--- src/rtl/pmem_line_adaptor.sv ---
// Cache line port to narrow burst-memory adaptor: one line = BEATS bursts of BURST_W.
// Optional PMEM_ADAPTOR_PERF_EN adds completed read/write line counters.
module pmem_line_adaptor #(
    parameter int unsigned LINE_W  = 256,
    parameter int unsigned BURST_W = 64,
    parameter int unsigned ADDR_W  = 32
) (
    input  logic                clk,
    input  logic                rst,
    input  logic [ADDR_W-1:0]   address_i,
    input  logic                read_i,
    input  logic                write_i,
    input  logic [LINE_W-1:0]   line_i,
    output logic [LINE_W-1:0]   line_o,
    output logic                resp_o,
    output logic [ADDR_W-1:0]   address_o,
    output logic                read_o,
    output logic                write_o,
    input  logic [BURST_W-1:0]  burst_i,
    output logic [BURST_W-1:0]  burst_o,
    input  logic                resp_i
`ifdef PMEM_ADAPTOR_PERF_EN
    ,
    output logic [31:0]         rd_count_o,
    output logic [31:0]         wr_count_o
`endif
);

    localparam int unsigned BEATS = LINE_W / BURST_W;
    localparam int unsigned OFFS  = $clog2(LINE_W / 8);
    localparam int unsigned CNT_W = (BEATS > 1) ? $clog2(BEATS) : 1;
    localparam logic [ADDR_W-1:0] ALIGN_MASK = {{(ADDR_W - OFFS){1'b1}}, {OFFS{1'b0}}};

    typedef enum logic [1:0] {IDLE, RD, WR, DONE} state_t;

    state_t                           state, state_next;
    logic [CNT_W-1:0]                 beat, beat_inc;
    logic                             last_beat;
    logic [BEATS-1:0][BURST_W-1:0]    wbuf;
    logic [BEATS-1:0][BURST_W-1:0]    line_q;

    assign last_beat = (beat == CNT_W'(BEATS - 1));
    assign beat_inc  = last_beat ? '0 : beat + 1'b1;
    assign line_o    = line_q;

    always_ff @(posedge clk) begin
        if (rst) state <= IDLE;
        else     state <= state_next;
    end

    always_comb begin
        state_next = state;
        case (state)
            IDLE: begin
                if (write_i)     state_next = WR;
                else if (read_i) state_next = RD;
            end
            RD:      if (resp_i && last_beat) state_next = DONE;
            WR:      if (resp_i && last_beat) state_next = DONE;
            DONE:    state_next = IDLE;
            default: state_next = IDLE;
        endcase
    end

    // Strobes are registered copies of the next state, so they align with the state register.
    always_ff @(posedge clk) begin
        if (rst) begin
            read_o    <= 1'b0;
            write_o   <= 1'b0;
            resp_o    <= 1'b0;
            beat      <= '0;
            address_o <= '0;
            burst_o   <= '0;
            wbuf      <= '0;
            line_q    <= '0;
        end else begin
            read_o  <= (state_next == RD);
            write_o <= (state_next == WR);
            resp_o  <= (state_next == DONE);
            case (state)
                IDLE: begin
                    if (write_i || read_i) begin
                        address_o <= address_i & ALIGN_MASK;
                        beat      <= '0;
                    end
                    if (write_i) begin
                        wbuf    <= line_i;
                        burst_o <= line_i[BURST_W-1:0];
                    end
                end
                RD: begin
                    if (resp_i) begin
                        line_q[beat] <= burst_i;
                        beat         <= beat_inc;
                    end
                end
                WR: begin
                    if (resp_i) begin
                        beat    <= beat_inc;
                        burst_o <= wbuf[beat_inc];
                    end
                end
                default: ;
            endcase
        end
    end

`ifdef PMEM_ADAPTOR_PERF_EN
    logic op_wr;

    always_ff @(posedge clk) begin
        if (rst) begin
            op_wr      <= 1'b0;
            rd_count_o <= '0;
            wr_count_o <= '0;
        end else begin
            if (state == IDLE && (write_i || read_i)) op_wr <= write_i;
            if (state == DONE) begin
                if (op_wr) wr_count_o <= wr_count_o + 32'd1;
                else       rd_count_o <= rd_count_o + 32'd1;
            end
        end
    end
`endif

endmodule
--- config.mk ---
export PLATFORM = sky130hd
export DESIGN_NAME = pmem_line_adaptor
export DESIGN_NICKNAME = d
export VERILOG_FILES = /design/src/rtl/pmem_line_adaptor.sv
export SDC_FILE = /design/constraint.sdc
export NUM_CORES = 1
export LEC_CHECK = 0
export BUFFER_PORTS_ARGS = -buffer_cell sky130_fd_sc_hd__buf_2
export CAP_MARGIN = 25
export CORE_MARGIN = 2
export CORE_UTILIZATION = 30
export CTS_CLUSTER_SIZE = 28
export DETAILED_ROUTE_END_ITERATION = 12
export GPL_TIMING_DRIVEN = 0
export MAX_ROUTING_LAYER = met4
export PLACE_DENSITY = 0.54
export SETUP_SLACK_MARGIN = 0.02
export SLEW_MARGIN = 10
export SYNTH_ARGS = -nofsm -noshare
export SYNTH_HDL_FRONTEND = slang
export SYNTH_SLANG_ARGS = --single-unit
--- constraint.sdc ---
create_clock -name clk -period 4.69 [get_ports clk]
set_clock_uncertainty 0.1 [all_clocks]
set_input_delay 0.2345 -clock clk [delete_from_list [all_inputs] [get_ports clk]]
set_output_delay 0.2345 -clock clk [all_outputs]
set_load 0.01 [all_outputs]
# After elaboration in Yosys (flattened, before gate mapping)
# Index checks and enable logic that the tools add are counted.
# W data, S select, Z words.
op_classes:
  addsub: 1
  n_mul: 0
  n_div: 0
  magnitude_cmp: 3
  n_eq_ne: 11
  shift: 0
  n_mux: 16
  n_bitwise: 0
  n_reduce_logical: 12
op_table:
  columns: ["operator", "count"]
  rows:
  - ["$bwmux W256", 1]
  - ["$mux W64", 4]
  - ["$bmux W64 S2", 1]
  - ["$demux W64 S2", 1]
  - ["$pmux W64 S2", 1]
  - ["$mux W2", 6]
  - ["$eq A2 B2 Y1 const B", 5]
  - ["$lt A2 B3 Y1 const B", 2]
  - ["$ne A2 B2 Y1 const B", 3]
  - ["$pmux W2 S3", 1]
  - ["$reduce_and A2 Y1", 3]
  - ["$reduce_and A3 Y1", 2]
  - ["$eq A2 B1 Y1 const B", 2]
  - ["$pmux W2 S2", 1]
  - ["$reduce_bool A2 Y1", 2]
  - ["$add A2 B1 Y2 const B", 1]
  - ["$ge A2 B1 Y1 const B", 1]
  - ["$logic_and A1 B1 Y1", 2]
  - ["$logic_not A2 Y1", 1]
  - ["$ne A2 B1 Y1 const B", 1]
  - ["$reduce_or A2 Y1", 1]
  - ["$logic_or A1 B1 Y1", 1]
totals:
  ff_bits: 610
  latchBits: 0
  ramBits: 0
  romBits: 0
  input_bits: 357
  out_inout_bits: 355
  elab_cells: 58
  n_memories: 0

# Longest topological paths before layout
# Gate-level depths: netlist (run 1).
logic_depth:
  depth_word: 6
  mapped_depth: 10

# Least setup slack after synthesis (run 1)
# OpenSTA, ideal clock, no wires.
synth_path:
  path_kind: "register -> register"
  startpoint: "reg beat[0]"
  endpoint: "reg burst_o[28]"
  t_arrival_ns: 2.000
  path_slack_ns: 2.499
  path_stages_with_launch: 11
  cell_sequence: "dfxtp_1 > buf_6 > buf_2 > buf_2 > inv_1 > ha_1 > and2_1 > buf_4 > clkbuf_1 > o21ai_0 > a311oi_1"
synth_between:
  elab_chain_len: 6
  word_cells_on_any_way: 7
  classes_between: "1 x add/sub; 1 x eq/ne; 5 x mux"
synth_rtl:
  columns: ["item", "line_no", "rtl"]
  rows:
  - ["from (decl)", "37", "logic [CNT_W-1:0] beat, beat_inc;"]
  - ["from (signal assigned)", "94", "beat <= beat_inc;"]
  - ["from (signal assigned)", "99", "beat <= beat_inc;"]
  - ["$add A2 B1 Y2 / $eq A2 B2 Y1 (equally long branches)", "43, 42", null]
  - ["$mux W2 (*)", "43", "assign beat_inc = last_beat ? '0 : beat + 1'b1;"]
  - ["$bmux W64 S2 (*)", "100", "burst_o <= wbuf[beat_inc];"]
  - ["$mux W64 (not written as such) (*)", "100", null]
  - ["$mux W64 (*)", "98", "if (resp_i) begin"]
  - ["$pmux W64 S2 (*)", "80", "case (state)"]
  - ["to (signal assigned)", "88", "burst_o <= line_i[BURST_W-1:0];"]
  - ["to (signal assigned)", "100", null]
  - ["to (decl)", "20", "output logic [BURST_W-1:0] burst_o,"]
# Every way passes the cells marked *; elsewhere a longest branch is shown, timed or not. The select of a mux whose other input is x is not followed.
# A chain may end at the register's enable or synchronous reset.

# Final worst setup path (run 1)
layout_path:
  startpoint: "reg beat[0]"
  endpoint: "reg burst_o[41]"
# The elaborated chain is that of the path after synthesis.

==> results of run 1 <==
registers in the layout (all words and copies together), names as in the netlist:
register / count
address_o: 27
beat: 2
burst_o: 64
line_o: 256
read_o: 1
resp_o: 1
state: 2
wbuf: 256
write_o: 1
through the flow:
| step | area (sq um) | hold WS [ns] | std cells | worst slack [ns] | util |
|---|---|---|---|---|---|
| 2_1_floorplan | 24700 | 0.270 | 3162 | 2.50 | - |
| 3_3_place_gp | 29500 | 0.338 | 4932 | 1.40 | 0.361 |
| 3_5_place_dp | 29500 | 0.342 | 4932 | 1.39 | 0.361 |
| 4_1_cts | 35700 | 0.0246 | 5424 | 1.32 | 0.437 |
| 5_1_grt | 35800 | 0.0748 | 5449 | 1.19 | 0.438 |
| 6_report | 35800 | 0.0847 | 5456 | 1.42 | 0.438 |
cell families after synthesis:
logic type | after synthesis | synth area share
buf+inv | 302 | 0.0585
mux | 1 | 0.000457
fa+ha+maj | 9 | 0.00457
flops | 610 | 0.496
other cells | 1 | 0.000152
simple gates | 1234 | 0.210
compound gates | 1001 | 0.230
power groups by stage:
stage / combinational [mW] / clock, mW / sequential (mW)
2_1_floorplan: 0.826 / 0 / 5.71
3_3_place_gp: 1.60 / 0 / 5.70
3_5_place_dp: 1.61 / 0 / 5.71
4_1_cts: 1.86 / 6.37 / 5.60
5_1_grt: 2.03 / 6.57 / 5.62
6_report: 1.87 / 6.26 / 5.60
per-layer routing:
layer | global-route usage | part of all wire
met1 | 0.315 | 0.41
met2 | 0.471 | 0.49
met3 | 0.0582 | 0.064
met4 | 0.0792 | 0.029
met5 | - | 0
worst max-delay path by stage:
| stage | from | end |
|---|---|---|
| 2_1_floorplan | beat[0]$_SDFFE_PP0P_ | burst_o[28]$_SDFFE_PP0P_ |
| 3_3_place_gp | beat[0]$_SDFFE_PP0P_ | burst_o[38]$_SDFFE_PP0P_ |
| 3_5_place_dp | beat[0]$_SDFFE_PP0P_ | burst_o[43]$_SDFFE_PP0P_ |
| 4_1_cts | beat[0]$_SDFFE_PP0P_ | burst_o[63]$_SDFFE_PP0P_ |
| 5_1_grt | beat[0]$_SDFFE_PP0P_ | burst_o[49]$_SDFFE_PP0P_ |
| 6_report | beat[0]$_SDFFE_PP0P_ | burst_o[41]$_SDFFE_PP0P_ |
area by class of cell:
class / count / area [sq um] / area share
Clock inverter: 36 / 578 / 0.0161
Multi-Input combinational cell: 2250 / 11000 / 0.307
Inverter: 5 / 18.8 / 0.000524
Tap cell: 1070 / 1340 / 0.0374
Sequential cell: 610 / 12200 / 0.341
Buffer: 297 / 1420 / 0.0397
Clock buffer: 101 / 2090 / 0.0585
Timing Repair Buffer: 1056 / 7070 / 0.197
Antenna cell: 31 / 77.6 / 0.00217
synth_stat cells, drive strengths merged:
cell,n
o32a,1
o32ai,1
o31ai,2
a211oi,2
nand2b,2
nand3b,1
ha,9
dfxtp,610
nor3b,129
nor2,2
a311oi,64
nor2b,4
conb,1
o21a,129
inv,5
buf,168
o21ai,130
or2,1
clkbuf,129
or4,2
o22ai,64
and3,4
mux2,1
nand2,1081
or3b,1
and2,2
and4b,1
a21oi,608
nand3,4
repair_timing:
action,4_1_cts,5_1_grt
hold buffers,355,0
endpoints found under the setup margin,0,0
endpoints found under the hold margin,605,0
gates resized for setup,0,0
tightest hold or removal path: stages:
cell and delay (ns):
sky130_fd_sc_hd__buf_2 0.14, sky130_fd_sc_hd__nor2_1 0.14, sky130_fd_sc_hd__o32a_1 0.20, sky130_fd_sc_hd__nor2_1 0.05
==> qor_table.md, run 1 <==
| Group | Parameter | This run |
| --- | --- | --- |
| yosys | Cell area after technology mapping | 24600 sq um |
| pwr | Maximum resistive drop on vdd | 0.257 mV |
| detailed routing | Antenna-violating nets left | 0 |
| pwr | Reg power frac | 0.408 |
| yosys | Mean instance size in the synthesized netlist | 7.80 sq um |
| critical path | Kind of capture point of the worst setup path | flop |
| job | Max Cap Violations | 0 |
| worst hold path | Hold WC Path Type | primary input to flop |
| critical path | Max stage delay cell, worst path | sky130_fd_sc_hd__clkbuf_1 |
| yosys | Sequential cell area fraction in the yosys report | 0.496 |
| sta | Setup repair after global routing missed its margin | false |
| pwr | Clock share of power | 0.456 |
| critical path | Crit path buf inv count | 6 |
| detailed routing | Via count | 26600 |
| detailed routing | Length of the first detailed-routing pass in iterations | 5 |
| clock tree | Max Root-Sink Buffers | 3 |
| yosys | Share of the synthesized area in the top cell type | 0.496 |
| pwr | Total power of the final layout | 13.7 mW |
| yosys | Library cell occupying the most area in the post-synthesis netlist | sky130_fd_sc_hd__dfxtp_1 |
| final layout | Area added between synthesis and finish | 45.4% |
| detailed routing | Number of DRC markers in iteration 0 | 1645 |
| final layout | Fill cell count | 8482 |
| grt | Global-route total usage across every layer | 0.272 |
| die | Die height | 291 microns |
| detailed routing | Post-DR wirelength/cell | 21.3 microns |
| pwr | Gate power share | 0.136 |
| grt | Number of antenna violations at the first check in global routing | 25 |
| sta | Time the final worst path needs with I/O delays and setup | 3.27 ns |
| die | Site Rows | 105 |
| pwr | Net switching power figure | 3.77 mW |
| yosys | Yosys cell types | 35 |
| critical path | Reg-to-reg endpoint | burst_o[41]$_SDFFE_PP0P_ |
| clock tree | Cell at the root of the clock tree | sky130_fd_sc_hd__clkbuf_16 |
| sta | Share of the clock period used by the worst path | 0.698 |
| pwr | Cell internal power dissipation | 9.95 mW |
| detailed routing | DRC errors left | 0 |
| sta | Endpoints failing setup | 0 |
| pwr | Cell area power density | 383 nW/um^2 |
| critical path | Critical Path Source Type | flop |
| die | Starting utilization of the core area | 0.301 |
| clock tree | Number of clock sinks | 610 |
| clock tree | H-tree depth | 3 |
| clock tree | Inserted Clock Buffers | 75 |
| placement | Post-DP HPWL | 87200 microns |
| critical path | Most frequent cell on the critical path | sky130_fd_sc_hd__buf_2 |
| die | Core Region | 81700 sq um |
| critical path | Critical path type | flop to flop |
| final layout | Most frequent cells in the layout | sky130_fd_sc_hd__nand2_1, sky130_fd_sc_hd__buf_2, sky130_fd_sc_hd__dfxtp_1 |
| sta | Max-slew violation total from the final report | 0 |
| sta | Worst Max-Slew Pin Slew | 1.05 ns |
| critical path | Reg2Reg Depth | 10 |
| final layout | Nets@finish | 4661 |
| worst hold path | Launch instance of the worst min-delay path | read_i |
| critical path | Reg-to-reg critical path startpoint | beat[0]$_SDFFE_PP0P_ |
| yosys | Yosys warnings | 0 |
| detailed routing | Detailed-route wire length | 116000 microns |
| grt | Maximum number of pins on one net before global-route repair | 14 |
| clock tree | Post-CTS clock slew at the launch and capture registers of the worst setup and hold paths | 0.06 ns |
| critical path | Worst endpoint data arrival time | 3.69 ns |
| critical path | CP delay by family, top | buffers and inverters |
| grt | Wire length of the first global-routing pass | 169000 microns |
| critical path | Data required time at the worst endpoint | 5.11 ns |
| run status | Result of the run | finished, final reports clean |
| pwr | Static Leak | 14.7 nW |
| yosys | Number of synthesized register bits | 610 |
| worst hold path | Capture endpoint of the worst hold path | state[0]$_SDFF_PP0_ |
| grt | Vias in the first global route | 26200 |
| sta | Highest clock rate | 306 MHz |
| critical path | Cells traversed along the worst timing path | buf_6, buf_2, buf_2, inv_1, ha_1, and2_1, buf_4, clkbuf_1, o21ai_0, a311oi_1 |
| grt | Remaining global-route overflow | 0 |
| sta | Fin. Hold Viols | 0 |
| critical path | Register-to-register path setup slack | 1.42 ns |
| critical path | Critical Path Fanout Max | 10 |
| clock tree | Clk_lat worst skew | 0.62 ns |
| critical path | Largest stage delay, worst path | 0.41 ns |
| die | Overall die width | 291 microns |
| die | Floorplan die area | 84400 sq um |
| sta | Tightest slew margin relative to the limit | 0.298 |
| clock tree | Buffers inserted by post-CTS timing repair | 0 |
| worst hold path | Hold path cells | 4 |
| critical path | Number of stages on the worst setup path | 10 |
| placement | Count of input and output buffers | 700 |
| final layout | Layout cell share with drive strength beyond 1 | 0.228 |
| pwr | Sw Ratio | 0.275 |
| yosys | Post-Syn Instances | 3158 |
| clock tree | Clock tree from TritonCTS | built |
| sta | Setup tns final | 0 ns |
| detailed routing | Via count normalized by instance count | 4.88 |
| die | Top Ports | 712 |
| yosys | Top area cells in the synthesized netlist | sky130_fd_sc_hd__dfxtp_1, sky130_fd_sc_hd__nand2_1, sky130_fd_sc_hd__a21oi_1 |
| final layout | Leading cell type in the layout, fill and taps excluded | sky130_fd_sc_hd__nand2_1 |
| placement | Final weighted congestion in routability-driven placement | 0.918 |
Power figures use the tool's default switching activity.
==> run 2: changes to the inputs <==
Clock period 4.69 ns to 3.3 ns, I/O delays scaled along.
==> run 2 against run 1 <==
Against the previous run:
- maximum frequency is 14% higher
- die area did not move
- critical path type unchanged
- final area unchanged
- worst hold slack lost 0.029 ns
==> qor_table.md, run 2 (same netlist as run 1, synthesis figures left out) <==
| Group | Parameter | This run |
| --- | --- | --- |
| grt | Global-route total usage across every layer | 0.272 |
| die | Starting utilization of the core area | 0.301 |
| final layout | Nets@finish | 4661 |
| grt | Maximum number of pins on one net before global-route repair | 14 |
| clock tree | Clock tree from TritonCTS | built |
| final layout | Footprint of the multi-input gates | 11000 sq um |
| sta | Highest clock rate | 347 MHz |
| final layout | Area added between synthesis and finish | 45.4% |
| clock tree | H-tree depth | 3 |
| sta | Fin. Hold Viols | 0 |
| final layout | Fill cell count | 8483 |
| sta | Max-slew violation total from the final report | 0 |
| final layout | FF+latch area | 12200 sq um |
| job | Max Cap Violations | 0 |
| sta | Worst Max-Slew Pin Slew | 1.09 ns |
| sta | Share of the clock period used by the worst path | 0.872 |
| critical path | Timing startpoint of the critical path | beat[0]$_SDFFE_PP0P_ |
| critical path | Worst endpoint data arrival time | 3.31 ns |
| detailed routing | Via count normalized by instance count | 4.90 |
| sta | Tightest slew margin relative to the limit | 0.276 |
| detailed routing | Length of the first detailed-routing pass in iterations | 6 |
| final layout | Post-route cell area | 35800 sq um |
| final layout | Leading cell type in the layout, fill and taps excluded | sky130_fd_sc_hd__nand2_1 |
| critical path | Data required time at the worst endpoint | 3.74 ns |
| sta | Time the final worst path needs with I/O delays and setup | 2.88 ns |
| sta | Worst-case setup margin in the final layout | 0.422 ns |
| pwr | Maximum resistive drop on vdd | 0.365 mV |
| die | Core Region | 81700 sq um |
| die | Die height | 291 microns |
| pwr | Cell area power density | 545 nW/um^2 |
| detailed routing | Antenna-violating nets left | 0 |
| detailed routing | Post-DR wirelength/cell | 21.3 microns |
| clock tree | Clk_lat worst skew | 0.62 ns |
| worst hold path | Hold WC Path Type | primary input to flop |
| placement | Pre-CTS setup slack | -0.00435 ns |
| critical path | Reg-to-reg critical path startpoint | beat[0]$_SDFFE_PP0P_ |
| final layout | Most frequent cells in the layout | sky130_fd_sc_hd__nand2_1, sky130_fd_sc_hd__buf_2, sky130_fd_sc_hd__dfxtp_1 |
| pwr | Total power of the final layout | 19.5 mW |
| run status | Result of the run | finished, final reports clean |
| pwr | Static Leak | 14.7 nW |
| die | Site Rows | 105 |
| sta | Setup repair after global routing missed its margin | false |
| critical path | Critical Path Source Type | flop |
| clock tree | Number of clock sinks | 610 |
| grt | Remaining global-route overflow | 0 |
| detailed routing | Via count | 26700 |
| grt | Vias in the first global route | 26200 |
| placement | Placed standard-cell area | 29500 sq um |
| worst hold path | Launch instance of the worst min-delay path | write_i |
| final layout | Layout cell share with drive strength beyond 1 | 0.230 |
| grt | Number of antenna violations at the first check in global routing | 25 |
| clock tree | Inserted Clock Buffers | 75 |
| grt | Wire length of the first global-routing pass | 169000 microns |
| detailed routing | Detailed-route wire length | 116000 microns |
| critical path | Critical Path Fanout Max | 16 |
| critical path | Kind of capture point of the worst setup path | flop |
| sta | Setup tns final | 0 ns |
| detailed routing | Number of DRC markers in iteration 0 | 1716 |
| clock tree | Post-CTS clock slew at the launch and capture registers of the worst setup and hold paths | 0.06 ns |
| placement | Final weighted congestion in routability-driven placement | 0.918 |
| sta | Endpoints failing setup | 0 |
| detailed routing | DRC errors left | 0 |
| clock tree | Cell at the root of the clock tree | sky130_fd_sc_hd__clkbuf_16 |
| placement | Post-DP HPWL | 87200 microns |
| clock tree | Max Root-Sink Buffers | 3 |
| critical path | Critical path type | flop to flop |
| die | Top Ports | 712 |
| final layout | Final core utilization | 0.438 |
| die | Overall die width | 291 microns |
| die | Floorplan die area | 84400 sq um |
| placement | Count of input and output buffers | 700 |
## run 2: final timing paths
check,slack (ns),to,cells past startpoint
worst max-delay path,0.42,burst_o[0]$_SDFFE_PP0P_,9
worst min-delay path,0.06,state[0]$_SDFF_PP0_,4
worst max register to register,0.42,burst_o[0]$_SDFFE_PP0P_,9
worst min register to register,0.35,line_o[163]$_SDFFE_PP0P_,2
## run 2: what timing repair did
item | in CTS | in global routing
gates cloned | 0 | 0
gates resized for setup | 4 | 4
hold buffers | 356 | 0
hold endpoints to repair | 608 | 0
pin swaps | 0 | 0
endpoints found under the setup margin | 16 | 59
buffers inserted | 0 | 0
## run 2: stage by stage
stage	instances	hold WS [ns]
2_1_floorplan	3162	0.201
3_3_place_gp	4932	0.306
3_5_place_dp	4932	0.313
4_1_cts	5425	0.00569
5_1_grt	5449	0.0500
6_report	5451	0.0562
## run 2: report_power, final
part           switching, mW  internal [mW]
Combinational           1.57           1.08
Sequential             0.215           7.74
Clock                   3.58           5.32
## run 2: area by class of cell
cell class / count / share of cell area
Tap cell: 1070 / 0.0374
Inverter: 5 / 0.000524
Clock buffer: 101 / 0.0585
Antenna cell: 26 / 0.00182
Timing Repair Buffer: 1057 / 0.198
Sequential cell: 610 / 0.341
Clock inverter: 36 / 0.0161
Buffer: 296 / 0.0398
Multi-Input combinational cell: 2250 / 0.307
## run 2: routing by layer
layer | global-route usage | part of all wire | up-vias
met3 | 0.0579 | 0.063 | 149
li1 | - | - | 13000
met4 | 0.0805 | 0.029 | 0
met1 | 0.315 | 0.41 | 12600
met2 | 0.471 | 0.49 | 897
met5 | - | 0 | -
## run 2: critical path, cell delays in order (launching register included)
cell,delay [ns]
sky130_fd_sc_hd__dfxtp_1,0.38
sky130_fd_sc_hd__buf_6,0.25
sky130_fd_sc_hd__buf_2,0.28
sky130_fd_sc_hd__inv_1,0.10
sky130_fd_sc_hd__ha_1,0.33
sky130_fd_sc_hd__and2_1,0.13
sky130_fd_sc_hd__buf_4,0.27
sky130_fd_sc_hd__clkbuf_1,0.34
sky130_fd_sc_hd__o21ai_0,0.30
sky130_fd_sc_hd__a311oi_1,0.30
==> run 3: changes to the inputs <==
Settings changed: BUFFER_PORTS_ARGS -buffer_cell sky130_fd_sc_hd__buf_2 to -buffer_cell sky130_fd_sc_hd__buf_4, CAP_MARGIN 25 to 20.
==> run 3 against run 2 <==
Against the previous run:
- clock-buffer cell count increased by 11
- clock power decreased by 7.0%
- routed wire length increased by 1.1%
- maximum frequency decreased by 3.6%
- final area increased by 4.2%
- register-to-register slack got worse by 0.11 ns
- sequential share of layout area decreased by 1.4 points
- first-iteration DRC count decreased by 3.2%
- final cell count decreased by 0.13%
- critical endpoint is now burst_o[36]$_SDFFE_PP0P_
- largest power group unchanged
==> qor_table.md, run 3 (same netlist as run 1, synthesis figures left out) <==
| Group | Parameter | This run |
| --- | --- | --- |
| run status | Result of the run | finished, final reports clean |
| final layout | Area added between synthesis and finish | 51.5% |
| critical path | Register-to-register path setup slack | 0.31 ns |
| critical path | Data required time at the worst endpoint | 3.72 ns |
| placement | Post-DP HPWL | 88600 microns |
| pwr | Cell internal power dissipation | 13.9 mW |
| sta | Share of the clock period used by the worst path | 0.905 |
| grt | Wire length of the first global-routing pass | 170000 microns |
| die | Top Ports | 712 |
| worst hold path | Launch instance of the worst min-delay path | line_i[237] |
| pwr | Maximum resistive drop on vdd | 0.382 mV |
| clock tree | Post-CTS clock slew at the launch and capture registers of the worst setup and hold paths | 0.06 ns |
| die | Overall die width | 291 microns |
| clock tree | Buffers inserted by post-CTS timing repair | 0 |
| critical path | Largest stage delay, worst path | 0.40 ns |
| die | Site Rows | 105 |
| sta | Time the final worst path needs with I/O delays and setup | 2.99 ns |
| detailed routing | Post-DR wirelength/cell | 21.5 microns |
| sta | Highest clock rate | 335 MHz |
| detailed routing | Detailed-route wire length | 117000 microns |
| placement | Final weighted congestion in routability-driven placement | 0.930 |
| placement | Placed cell count | 4933 |
| final layout | Nets@finish | 4659 |
| grt | Global-route total usage across every layer | 0.275 |
| final layout | Most frequent cells in the layout | sky130_fd_sc_hd__nand2_1, sky130_fd_sc_hd__buf_4, sky130_fd_sc_hd__dfxtp_1 |
| worst hold path | Capture endpoint of the worst hold path | wbuf[237]$_SDFFE_PP0P_ |
| detailed routing | Number of DRC markers in iteration 0 | 1661 |
| clock tree | Clk_lat worst skew | 0.62 ns |
| grt | Vias in the first global route | 25700 |
| pwr | Sw Ratio | 0.271 |
| critical path | Kind of capture point of the worst setup path | flop |
| final layout | Leading cell type in the layout, fill and taps excluded | sky130_fd_sc_hd__nand2_1 |
| job | Max Cap Violations | 0 |
| final layout | Fill cell count | 8319 |
| pwr | Gate power share | 0.150 |
| critical path | Reg-to-reg critical path startpoint | beat[0]$_SDFFE_PP0P_ |
| die | Starting utilization of the core area | 0.301 |
| grt | Number of antenna violations at the first check in global routing | 26 |
| final layout | Final core utilization | 0.457 |
| sta | Worst-case setup margin in the final layout | 0.314 ns |
| detailed routing | DRC errors left | 0 |
| die | Die height | 291 microns |
| critical path | Critical Path Source Type | flop |
| grt | Remaining global-route overflow | 0 |
| pwr | Cell area power density | 512 nW/um^2 |
| clock tree | Cell at the root of the clock tree | sky130_fd_sc_hd__clkbuf_16 |
| clock tree | Number of clock sinks | 610 |
| grt | Maximum number of pins on one net before global-route repair | 17 |
| pwr | Total power of the final layout | 19.1 mW |
| critical path | Timing startpoint of the critical path | beat[0]$_SDFFE_PP0P_ |
| sta | Setup tns final | 0 ns |
| sta | Worst Max-Slew Pin Slew | 1.10 ns |
| clock tree | H-tree depth | 3 |
| final layout | Layout cell share with drive strength beyond 1 | 0.226 |
| sta | Endpoints failing setup | 0 |
| sta | Fin. Hold Viols | 0 |
| clock tree | Max Root-Sink Buffers | 3 |
| detailed routing | Length of the first detailed-routing pass in iterations | 5 |
| critical path | Reg2Reg Depth | 9 |
| final layout | Non-Filler Instances | 5444 |
| critical path | Cells traversed along the worst timing path | buf_6, buf_2, inv_1, ha_1, and2_1, buf_4, clkbuf_1, o21ai_0, a311oi_1 |
| pwr | Reg power frac | 0.417 |
| critical path | Worst endpoint data arrival time | 3.40 ns |
| clock tree | Clock tree from TritonCTS | built |
| sta | Tightest slew margin relative to the limit | 0.268 |
| sta | Max-slew violation total from the final report | 0 |
| clock tree | Inserted Clock Buffers | 72 |
| detailed routing | Antenna-violating nets left | 0 |
| worst hold path | Hold path cells | 4 |
| die | Floorplan die area | 84400 sq um |
| sta | Setup repair after global routing missed its margin | false |
| die | Core Region | 81700 sq um |
| critical path | Max stage delay cell, worst path | sky130_fd_sc_hd__clkbuf_1 |
| detailed routing | Via count normalized by instance count | 4.87 |
| pwr | Net switching power figure | 5.18 mW |
| pwr | Static Leak | 14.9 nW |
| worst hold path | Hold WC Path Type | primary input to flop |
| placement | Count of input and output buffers | 700 |
| pwr | Clock share of power | 0.433 |
| critical path | Critical Path Fanout Max | 16 |
| placement | Pre-CTS setup slack | 0.0237 ns |
| critical path | Reg-to-reg endpoint | burst_o[36]$_SDFFE_PP0P_ |
| critical path | Critical path type | flop to flop |
| detailed routing | Via count | 26500 |
==> run 3: cell types whose count changed in the layout (fill, tap and decap cells not counted), moves of 3 or more <==
cell / previous run / this run
sky130_fd_sc_hd__clkinv_16: 4 / 0
sky130_fd_sc_hd__buf_2: 830 / 130
sky130_fd_sc_hd__clkbuf_1: 136 / 147
sky130_fd_sc_hd__clkbuf_2: 7 / 4
sky130_fd_sc_hd__buf_4: 32 / 732
sky130_fd_sc_hd__clkinv_2: 14 / 6
sky130_fd_sc_hd__bufinv_16: 10 / 5
sky130_fd_sc_hd__clkbuf_8: 12 / 16
==> run 3: through the flow <==
| stage | hold WS (ns) | cell area (sq um) |
|---|---|---|
| finish | 0.238 | 37300 |
| global route | 0.234 | 37300 |
| CTS | 0.204 | 37300 |
| detailed placement | 0.323 | 31300 |
| global placement | 0.311 | 31200 |
| floorplan | 0.201 | 24700 |
==> run 3: power groups by stage <==
stage	logic [mW]	clock network, mW	registers (mW)
floorplan	1.17	0	8.12
global placement	2.48	0	8.11
detailed placement	2.49	0	8.12
CTS	2.87	8.41	7.96
global route	3.09	8.72	7.99
finish	2.87	8.28	7.96
==> run 3: repair_timing <==
item	in CTS	in global routing
endpoints found under the setup margin	14	0
gates resized for setup	4	0
hold buffers	357	0
hold endpoints to repair	609	0
==> run 3: worst max-delay path, delay by kind of cell, from the launching register on <==
kind | cells | cell delay (ns)
buf+inv | 5 | 1.30
compound gates | 2 | 0.61
flops | 1 | 0.38
fa+ha+maj | 1 | 0.34
simple gates | 1 | 0.14
==> run 3: layer usage <==
layer	part of all wire	wire, microns	global-route usage
met1	0.41	48500	0.326
met2	0.49	56900	0.463
met3	0.063	7380	0.0564
met4	0.038	4460	0.0945
met5	0	0	-
==> run 3: worst max-delay path by stage <==
| stage | endpoint | slack, ns | cells past startpoint |
|---|---|---|---|
| after floorplan | burst_o[28]$_SDFFE_PP0P_ | 1.11 | 10 |
| final | burst_o[36]$_SDFFE_PP0P_ | 0.31 | 9 |
| after CTS | burst_o[36]$_SDFFE_PP0P_ | 0.32 | 9 |
| after global routing | burst_o[61]$_SDFFE_PP0P_ | 0.17 | 9 |
| after detailed placement | burst_o[36]$_SDFFE_PP0P_ | 0.02 | 10 |
| after global placement | burst_o[38]$_SDFFE_PP0P_ | -0.003 | 10 |
==> run 3: final cells by class <==
class | count | area [sq um] | area share
Antenna cell | 26 | 65.1 | 0.00174
Buffer | 296 | 1420 | 0.0381
Clock buffer | 112 | 2150 | 0.0577
Clock inverter | 17 | 263 | 0.00704
Inverter | 5 | 18.8 | 0.000503
Multi-Input combinational cell | 2250 | 11000 | 0.295
Sequential cell | 610 | 12200 | 0.327
Tap cell | 1070 | 1340 | 0.0359
Timing Repair Buffer | 1058 | 8840 | 0.237
